<file path="src/rtl/mux_scan_if.sv">
// Bus between the scan sequencer and its environment: the mux stage output
// coming back, the select going out, and the snapshot/status outputs.
// The sequencer takes the slave side; the environment (mux stage and
// consumer) takes the master side.
interface mux_scan_if #(
  parameter int NUM_CH = 4,
  parameter int SEL_W  = 2
);
  logic              start;
  logic              mode;
  logic              mux_out;
  logic [SEL_W-1:0]  s;
  logic [NUM_CH-1:0] sample;
  logic              valid;
  logic              busy;
  logic              chg;

  modport master (
    output start, mode, mux_out,
    input  s, sample, valid, busy, chg
  );

  modport slave (
    input  start, mode, mux_out,
    output s, sample, valid, busy, chg
  );
endinterface

</file>
<file path="src/rtl/mux_scan_sequencer.sv">
// Mux scan sequencer: steps the mux select through every channel, dwells
// DWELL cycles on each, captures the mux output on the last dwell cycle and
// publishes a NUM_CH-bit snapshot with a one-cycle valid pulse per pass.
// Single-pass or continuous operation, chosen by mode at each end of pass.
// Optional macro SCAN_CHG_EN: when defined, chg pulses with valid if the new
// snapshot differs from the previous one; otherwise chg is tied low.
module mux_scan_sequencer #(
  parameter int NUM_CH = 4,
  parameter int SEL_W  = 2,
  parameter int DWELL  = 2
) (
  input  logic      clk,
  input  logic      rst_n,
  mux_scan_if.slave bus
);

  localparam int CNT_W = (DWELL > 1) ? $clog2(DWELL) : 1;
  localparam logic [SEL_W-1:0] LAST_CH  = SEL_W'(NUM_CH - 1);
  localparam logic [CNT_W-1:0] LAST_CNT = CNT_W'(DWELL - 1);

  typedef enum logic {IDLE, SCAN} state_t;

  state_t            state_q;
  logic [SEL_W-1:0]  s_q;
  logic [CNT_W-1:0]  cnt_q;
  logic [NUM_CH-1:0] shadow_q;
  logic [NUM_CH-1:0] sample_q;
  logic              valid_q;
  logic              busy_q;

  logic [NUM_CH-1:0] sample_d;
  logic              capture;
  logic              end_of_pass;

  // Next snapshot: shadow bits so far, last channel taken straight from the mux.
  always_comb begin
    // NOTE: every signal assigned here gets a default first, so no latch is inferred.
    sample_d             = shadow_q;
    sample_d[NUM_CH-1]   = bus.mux_out;
    capture              = (state_q == SCAN) && (cnt_q == LAST_CNT);
    end_of_pass          = capture && (s_q == LAST_CH);
  end

  // Scan FSM: select stepping, dwell counting, capture and snapshot publish.
  always_ff @(posedge clk or negedge rst_n) begin
    if (!rst_n) begin
      state_q  <= IDLE;
      s_q      <= '0;
      cnt_q    <= '0;
      // NOTE: the shadow is a small flop vector, so it is reset like any
      // other state; a scan aborted by reset leaves nothing behind.
      shadow_q <= '0;
      sample_q <= '0;
      valid_q  <= 1'b0;
      busy_q   <= 1'b0;
    end else begin
      // NOTE: non-blocking assignments throughout so every register samples
      // the pre-edge values, independent of statement order.
      valid_q <= 1'b0;
      case (state_q)
        IDLE: begin
          s_q   <= '0;
          cnt_q <= '0;
          if (bus.start) begin
            state_q <= SCAN;
            busy_q  <= 1'b1;
          end
        end
        SCAN: begin
          if (capture) begin
            cnt_q         <= '0;
            shadow_q[s_q] <= bus.mux_out;
            if (end_of_pass) begin
              sample_q <= sample_d;
              valid_q  <= 1'b1;
              s_q      <= '0;
              if (!bus.mode) begin
                state_q <= IDLE;
                busy_q  <= 1'b0;
              end
            end else begin
              s_q <= s_q + SEL_W'(1);
            end
          end else begin
            cnt_q <= cnt_q + CNT_W'(1);
          end
        end
        default: state_q <= IDLE;
      endcase
    end
  end

`ifdef SCAN_CHG_EN
  logic chg_q;

  // Change flag: pulses with valid when the new snapshot differs from the old.
  always_ff @(posedge clk or negedge rst_n) begin
    if (!rst_n) begin
      chg_q <= 1'b0;
    end else begin
      chg_q <= end_of_pass && (sample_d != sample_q);
    end
  end

  assign bus.chg = chg_q;
`else
  assign bus.chg = 1'b0;
`endif

  assign bus.s      = s_q;
  assign bus.sample = sample_q;
  assign bus.valid  = valid_q;
  assign bus.busy   = busy_q;

endmodule

</file>
<file path="src/flat_wrapper.sv">
// flat-port wrapper written by rule: the top's interface ports become plain ports
module mux_scan_sequencer_flat 
#(
  parameter int NUM_CH = 4,
  parameter int SEL_W  = 2,
  parameter int DWELL  = 2
)
  (clk, rst_n, bus_start, bus_mode, bus_mux_out, bus_s, bus_sample, bus_valid, bus_busy, bus_chg);
  mux_scan_if #(.NUM_CH(NUM_CH), .SEL_W(SEL_W)) bus_i ();
  input  logic clk;
  input  logic rst_n;
  input wire logic [$bits(bus_i.start)-1:0] bus_start;
  input wire logic [$bits(bus_i.mode)-1:0] bus_mode;
  input wire logic [$bits(bus_i.mux_out)-1:0] bus_mux_out;
  output wire logic [$bits(bus_i.s)-1:0] bus_s;
  output wire logic [$bits(bus_i.sample)-1:0] bus_sample;
  output wire logic [$bits(bus_i.valid)-1:0] bus_valid;
  output wire logic [$bits(bus_i.busy)-1:0] bus_busy;
  output wire logic [$bits(bus_i.chg)-1:0] bus_chg;
  assign bus_i.start = bus_start;
  assign bus_i.mode = bus_mode;
  assign bus_i.mux_out = bus_mux_out;
  assign bus_s = bus_i.s;
  assign bus_sample = bus_i.sample;
  assign bus_valid = bus_i.valid;
  assign bus_busy = bus_i.busy;
  assign bus_chg = bus_i.chg;
  mux_scan_sequencer #(.NUM_CH(NUM_CH), .SEL_W(SEL_W), .DWELL(DWELL)) u_core (.clk(clk), .rst_n(rst_n), .bus(bus_i));
endmodule
</file>
<file path="config.mk">
export PLATFORM = sky130hd
export DESIGN_NAME = mux_scan_sequencer_flat
export DESIGN_NICKNAME = d
export VERILOG_FILES = /design/src/rtl/mux_scan_if.sv /design/src/rtl/mux_scan_sequencer.sv /design/src/flat_wrapper.sv
export SDC_FILE = /design/constraint.sdc
export NUM_CORES = 1
export LEC_CHECK = 0
export BUFFER_PORTS_ARGS = -buffer_cell sky130_fd_sc_hd__buf_2
export CAP_MARGIN = 5
export CORE_AREA = 2 2 39 41
export DETAILED_ROUTE_END_ITERATION = 8
export DIE_AREA = 0 0 41 43
export PLACE_DENSITY = 0.81
export REMOVE_ABC_BUFFERS = 1
export SLEW_MARGIN = 20
export SYNTH_ARGS = -nofsm -noshare
export SYNTH_HDL_FRONTEND = slang
export SYNTH_SLANG_ARGS = --single-unit
</file>
<file path="constraint.sdc">
create_clock -name clk -period 3.1 [get_ports clk]
set_input_delay 0.62 -clock clk [delete_from_list [all_inputs] [get_ports clk]]
set_output_delay 0.62 -clock clk [all_outputs]
set_load 0.01 [all_outputs]
</file>
* Yosys cells after proc, flatten, opt, wreduce, memory -nomap -nowiden
Index checks and enable logic that the tools add are counted.
** Word-level totals
- Register bits :: 14
- Bits of input ports :: 5
- Output and inout bits :: 9
** Operators by class
- Add/sub/neg operators :: 2
- Order comparisons :: 2
- Equality and inequality tests :: 5
- Multiplexer cells :: 21
- Bitwise gates (word level) :: 1
- Reductions and logical operators :: 6
** Operators with widths (count)
- 2-to-1 mux 1 bit :: 13
- != test 2 bit, second input constant :: 4
- one-hot mux 1 bit (2 select lines) :: 3
- bitwise mux 4 bit :: 1
- 2-to-1 mux 2 bit :: 2
- one-hot mux 2 bit (2 select lines) :: 1
- AND reduction 4 bit :: 1
- logical AND 1 bit :: 3
- < comparator 2 x 3 -> 1 bit, second input constant :: 1
- AND reduction 3 bit :: 1
- adder 2 x 1 -> 2 bit, second input constant :: 1
- demux 1 bit (select 2 bit) :: 1
- equality test 2 bit, second input constant :: 1
- >= comparator 2 x 1 -> 1 bit, second input constant :: 1
- AND reduction 2 bit :: 1
- adder 1 bit, second input constant :: 1
- NOT 1 bit :: 1

* Depth between registers and ports, before layout
- Depth after elaboration :: 5
- Gate-level depth with buffers :: 4
- Mapped depth without buffers :: 4

* Worst setup path after synthesis
OpenSTA, ideal clock, no wires.
- Path type :: register to register
- From :: reg u_core.s_q[0] (netlist: u_core.bus.s[0])
- To :: reg u_core.shadow_q[2]
- Library setup time :: 125 ps
- Data arrival time :: 1101 ps
- Data required time :: 2975 ps
- Setup slack :: 1874 ps
- Stages on the path, launching flop included :: 5
- Path buffers :: 0
- Period minus slack after synthesis :: 1226 ps
- Cell sequence :: dfrtp_1 inv_1 ha_1 nand3_1 mux2_2
** Between the ends
- Word-level cells in the longest chain between the ends :: 5
- Elaborated cells between the ends (all ways) :: 6
- Those cells by class :: 2 x order compare; 3 x mux; 1 x reduce/logical
** Ends and longest elaborated chain
- start: declaration :: RTL line mux_scan_sequencer.sv:24 : logic [SEL_W-1:0] s_q;
- start signal: assignment :: RTL line mux_scan_sequencer.sv:82 : s_q <= s_q + SEL_W'(1);
- < comparator 2 x 3 -> 1 bit (not written as such) or >= comparator 2 x 1 -> 1 bit (tied branches) :: RTL line mux_scan_sequencer.sv:72 : shadow_q[s_q] <= bus.mux_out;
- logical AND 1 bit (not written as such) :: RTL line mux_scan_sequencer.sv:72
- 2-to-1 mux 1 bit (not written as such) :: RTL line mux_scan_sequencer.sv:72
- demux 1 bit (select 2 bit) *
- bitwise mux 4 bit * :: RTL line mux_scan_sequencer.sv:72
- end signal: indexed assignment :: RTL line mux_scan_sequencer.sv:72
- end: declaration :: RTL line mux_scan_sequencer.sv:26 : logic [NUM_CH-1:0] shadow_q;
Mark *: on every way between the ends. The rest lies on a longest branch, timed or not.
A chain may end at the register's enable or synchronous reset.

* Final worst setup path
- From :: reg u_core.s_q[0] (netlist: u_core.bus.s[0])
- To :: out bus_s[0]
** RTL lines
- end: declaration :: RTL line flat_wrapper.sv:15 : output wire logic [$bits(bus_i.s)-1:0] bus_s;
No word-level cell between the ends.

==> impl_results.md <==
* Crit path max-delay cell type: dfrtp_1
* Resized Gates After CTS at 0
* CP startpoint: u_core.bus.s[0]
* Wire per inst at 13.0 um
* Final Cycle Share at 48.1%
* Crit. End Element: output port
* Global-route wire length before repair at 1590 um
* Area delta synth->final at 12.7%
* Number of global-route vias before repair at 370
* IO Count at 14
* Yosys cell types at 17
* Terminus of the critical flop-to-flop path: u_core.bus.sample[2]
* Cell count after synthesis at 43
* Die Y-Extent at 43 um
* CP cell instances: buf_2
* Post-Place Setup Slack at 1.85 ns
* Clock latency on the worst-skew pair at 0.28 ns
* Via density at 4.82
* Worst setup margin at 1.61 ns
* Share of the yosys chip area belonging to registers at 53.2%
* Max-cap violations at 0
* Initial antenna violation count at 0
* Slowest stage delay, CP at 0.44 ns
* Syn Std Cell Area at 612 um^2
* Met2 Usage GRT at 20.0%
* Starting Density at 44.2%
* Critical path type: flop to output port
* Placed Instances at 68
* Leak pwr at 0.358 nW
* Clk buf depth at 2
* TNS Setup at 0 ns
* Worst setup SP type: flop
* Cell depth of the worst setup path at 1
* Final setup violation count at 0
* Synth Register Bits at 13
* Die W at 41 um
* Clk slew on worst S/H paths at 0.09 ns
* Avg Cell Area, Syn at 14.2 um^2
* Number of diodes at 0
* Drt drc at 0
* Largest net degree at the start of global routing at 14
* Arr. time, crit path at approximately 0.87 ns
* Highest clock rate at 0.671 GHz
* Gpl congestion at 0.675
* Core area at 0.00138 mm^2
* TritonRoute pass-1 iters at 2
* M3 GR Usage at 2.09%
* Final Hold Viols at 0
* Final Max Slew Viols at 0
* Gr usage total at between 10 and 15%
* Grt total ovfl at 0
* Vias at approximately 350
* Initial DRC Count at 1
* Crit Path Max Fanout at 5
* Final wirelength at 938 um
* Worst VDD drop at 0.442 mV
* Crit path time final at 1.49 ns
* Ys Warns at 0
* RSZ-0062 raised after global routing: no
* Num CTS Buffers at 3
* Power, Total at just over 0.7 mW
* Die area at 0.00176 mm^2
* Final cell count without fillers at 72
* Clock Sink Count at 13
* Final antenna-violating net count at 0
* CP required at between 2 and 2.5 ns
* H-tree levels at 1
* Setup Skew at 0.00707 ns
* Grt peak-use layer: met2
* Fin Hold WS at 0.206 ns
* R2R setup slack at 1.85 ns
* Share of cells above drive strength 1 at between 40 and 50%
* Hold Path Class: input pin to asynchronous set/reset pin
* Post-CTS Setup Bufs at 0
* CP delay by family, top: flip-flops
* Outcome: finished clean
* Clk root buf: clkbuf_4
* Critical R2R Launch: u_core.bus.s[0]
* Post-CTS Hold Buffers at 0
* TritonCTS clock tree: yes
* Final Net Count at 66
* Critical Path Sink: bus_s[0]
* Port Buffers at 12
* CP bufs+invs at 1
* PwrDens at between 1000 and 1500 mW/mm^2
* Row count at 14
* Met1 Track Usage GR at between 15 and 20%
* Reg2reg path depth at 3
==> cells in the mapped netlist <==
library cell / number / area, um^2
mux2i_1: 1 / 10.0
xor2_1: 1 / 8.76
nand3_4: 1 / 17.5
dfrtp_1: 13 / 325
nor2b_1: 1 / 6.26
ha_1: 4 / 50.1
o22a_1: 1 / 8.76
mux2_4: 4 / 60.1
o22a_2: 1 / 10.0
buf_6: 2 / 22.5
and2_1: 1 / 6.26
and2b_1: 2 / 15.0
mux2_2: 3 / 33.8
conb_1: 1 / 3.75
buf_4: 1 / 7.51
nand3_1: 3 / 15.0
inv_1: 3 / 11.3
==> power breakdown <==
part	internal, mW	leakage (nW)	switching (mW)
clock network	0.0478	0.0177	0.0577
logic	0.170	0.188	0.120
registers	0.253	0.152	0.0758
==> cell type report <==
type                       count  area (um^2)
timing repair buffer          12         60.1
clock buffer                   3         22.5
inverter                       3         11.3
fill                         117          694
clock inverter                 1         5.00
multi-input combinational     24          245
sequential                    13          325
tap                           16         20.0
==> state kept, by name, summed over array words and instances, names as in the netlist <==
signal             cells
u_core.bus.valid       1
u_core.state_q         1
u_core.bus.s           2
u_core.shadow_q        3
u_core.cnt_q           1
u_core.bus.busy        1
u_core.bus.sample      4
==> cells in the final DEF, fill, tap and decap left out <==
cell,instances
o22a_2,1
mux2_2,3
and2_1,1
buf_2,12
mux2i_1,1
mux2_4,4
clkinv_2,1
inv_1,3
conb_1,1
o22a_1,1
clkbuf_4,3
and2b_1,2
xor2_1,1
ha_1,4
nand3_1,3
nor2b_1,1
nand3_4,1
dfrtp_1,13
==> cell families after synthesis <==
group,Yosys count,share of synthesized area [%]
flip-flops,13,53.2
AO/OA/AOI/OAI,2,3.07
multiplexers,8,17.0
XOR/XNOR,1,1.43
other,1,0.613
adder cells (fa/ha/maj),4,8.18
AND/OR/NAND/NOR,8,9.82
buffers and inverters,6,6.75
==> stage by stage <==
step	util (%)	instance area, um^2
2_1_floorplan	-	582
3_3_place_gp	47.8	662
3_5_place_dp	47.8	662
4_1_cts	49.8	689
5_1_grt	49.8	689
6_report	49.8	689
==> per-layer routing <==
metal | routed length (um) | share of wire (%) | up-vias
met1 | 405 | 43 | 167
li1 | - | - | 166
met3 | 65 | 6.9 | 2
met2 | 453 | 48 | 12
met4 | 14 | 1.5 | 0
met5 | 0 | 0 | -
==> how the worst min path moves through the flow <==
stage / start / to / slack [ns] / cells past startpoint
after detailed placement: u_core.bus.busy / u_core.bus.busy / 0.47 / 1
after CTS: rst_n / u_core.bus.sample[1] / 0.21 / 1
final: rst_n / u_core.bus.sample[3] / 0.21 / 1
after global routing: rst_n / u_core.bus.valid / 0.21 / 1
after floorplan: rst_n / u_core.bus.busy / 0.32 / 0
after global placement: u_core.bus.busy / u_core.bus.busy / 0.47 / 1
No activity file was read; power rests on OpenSTA's default activity.
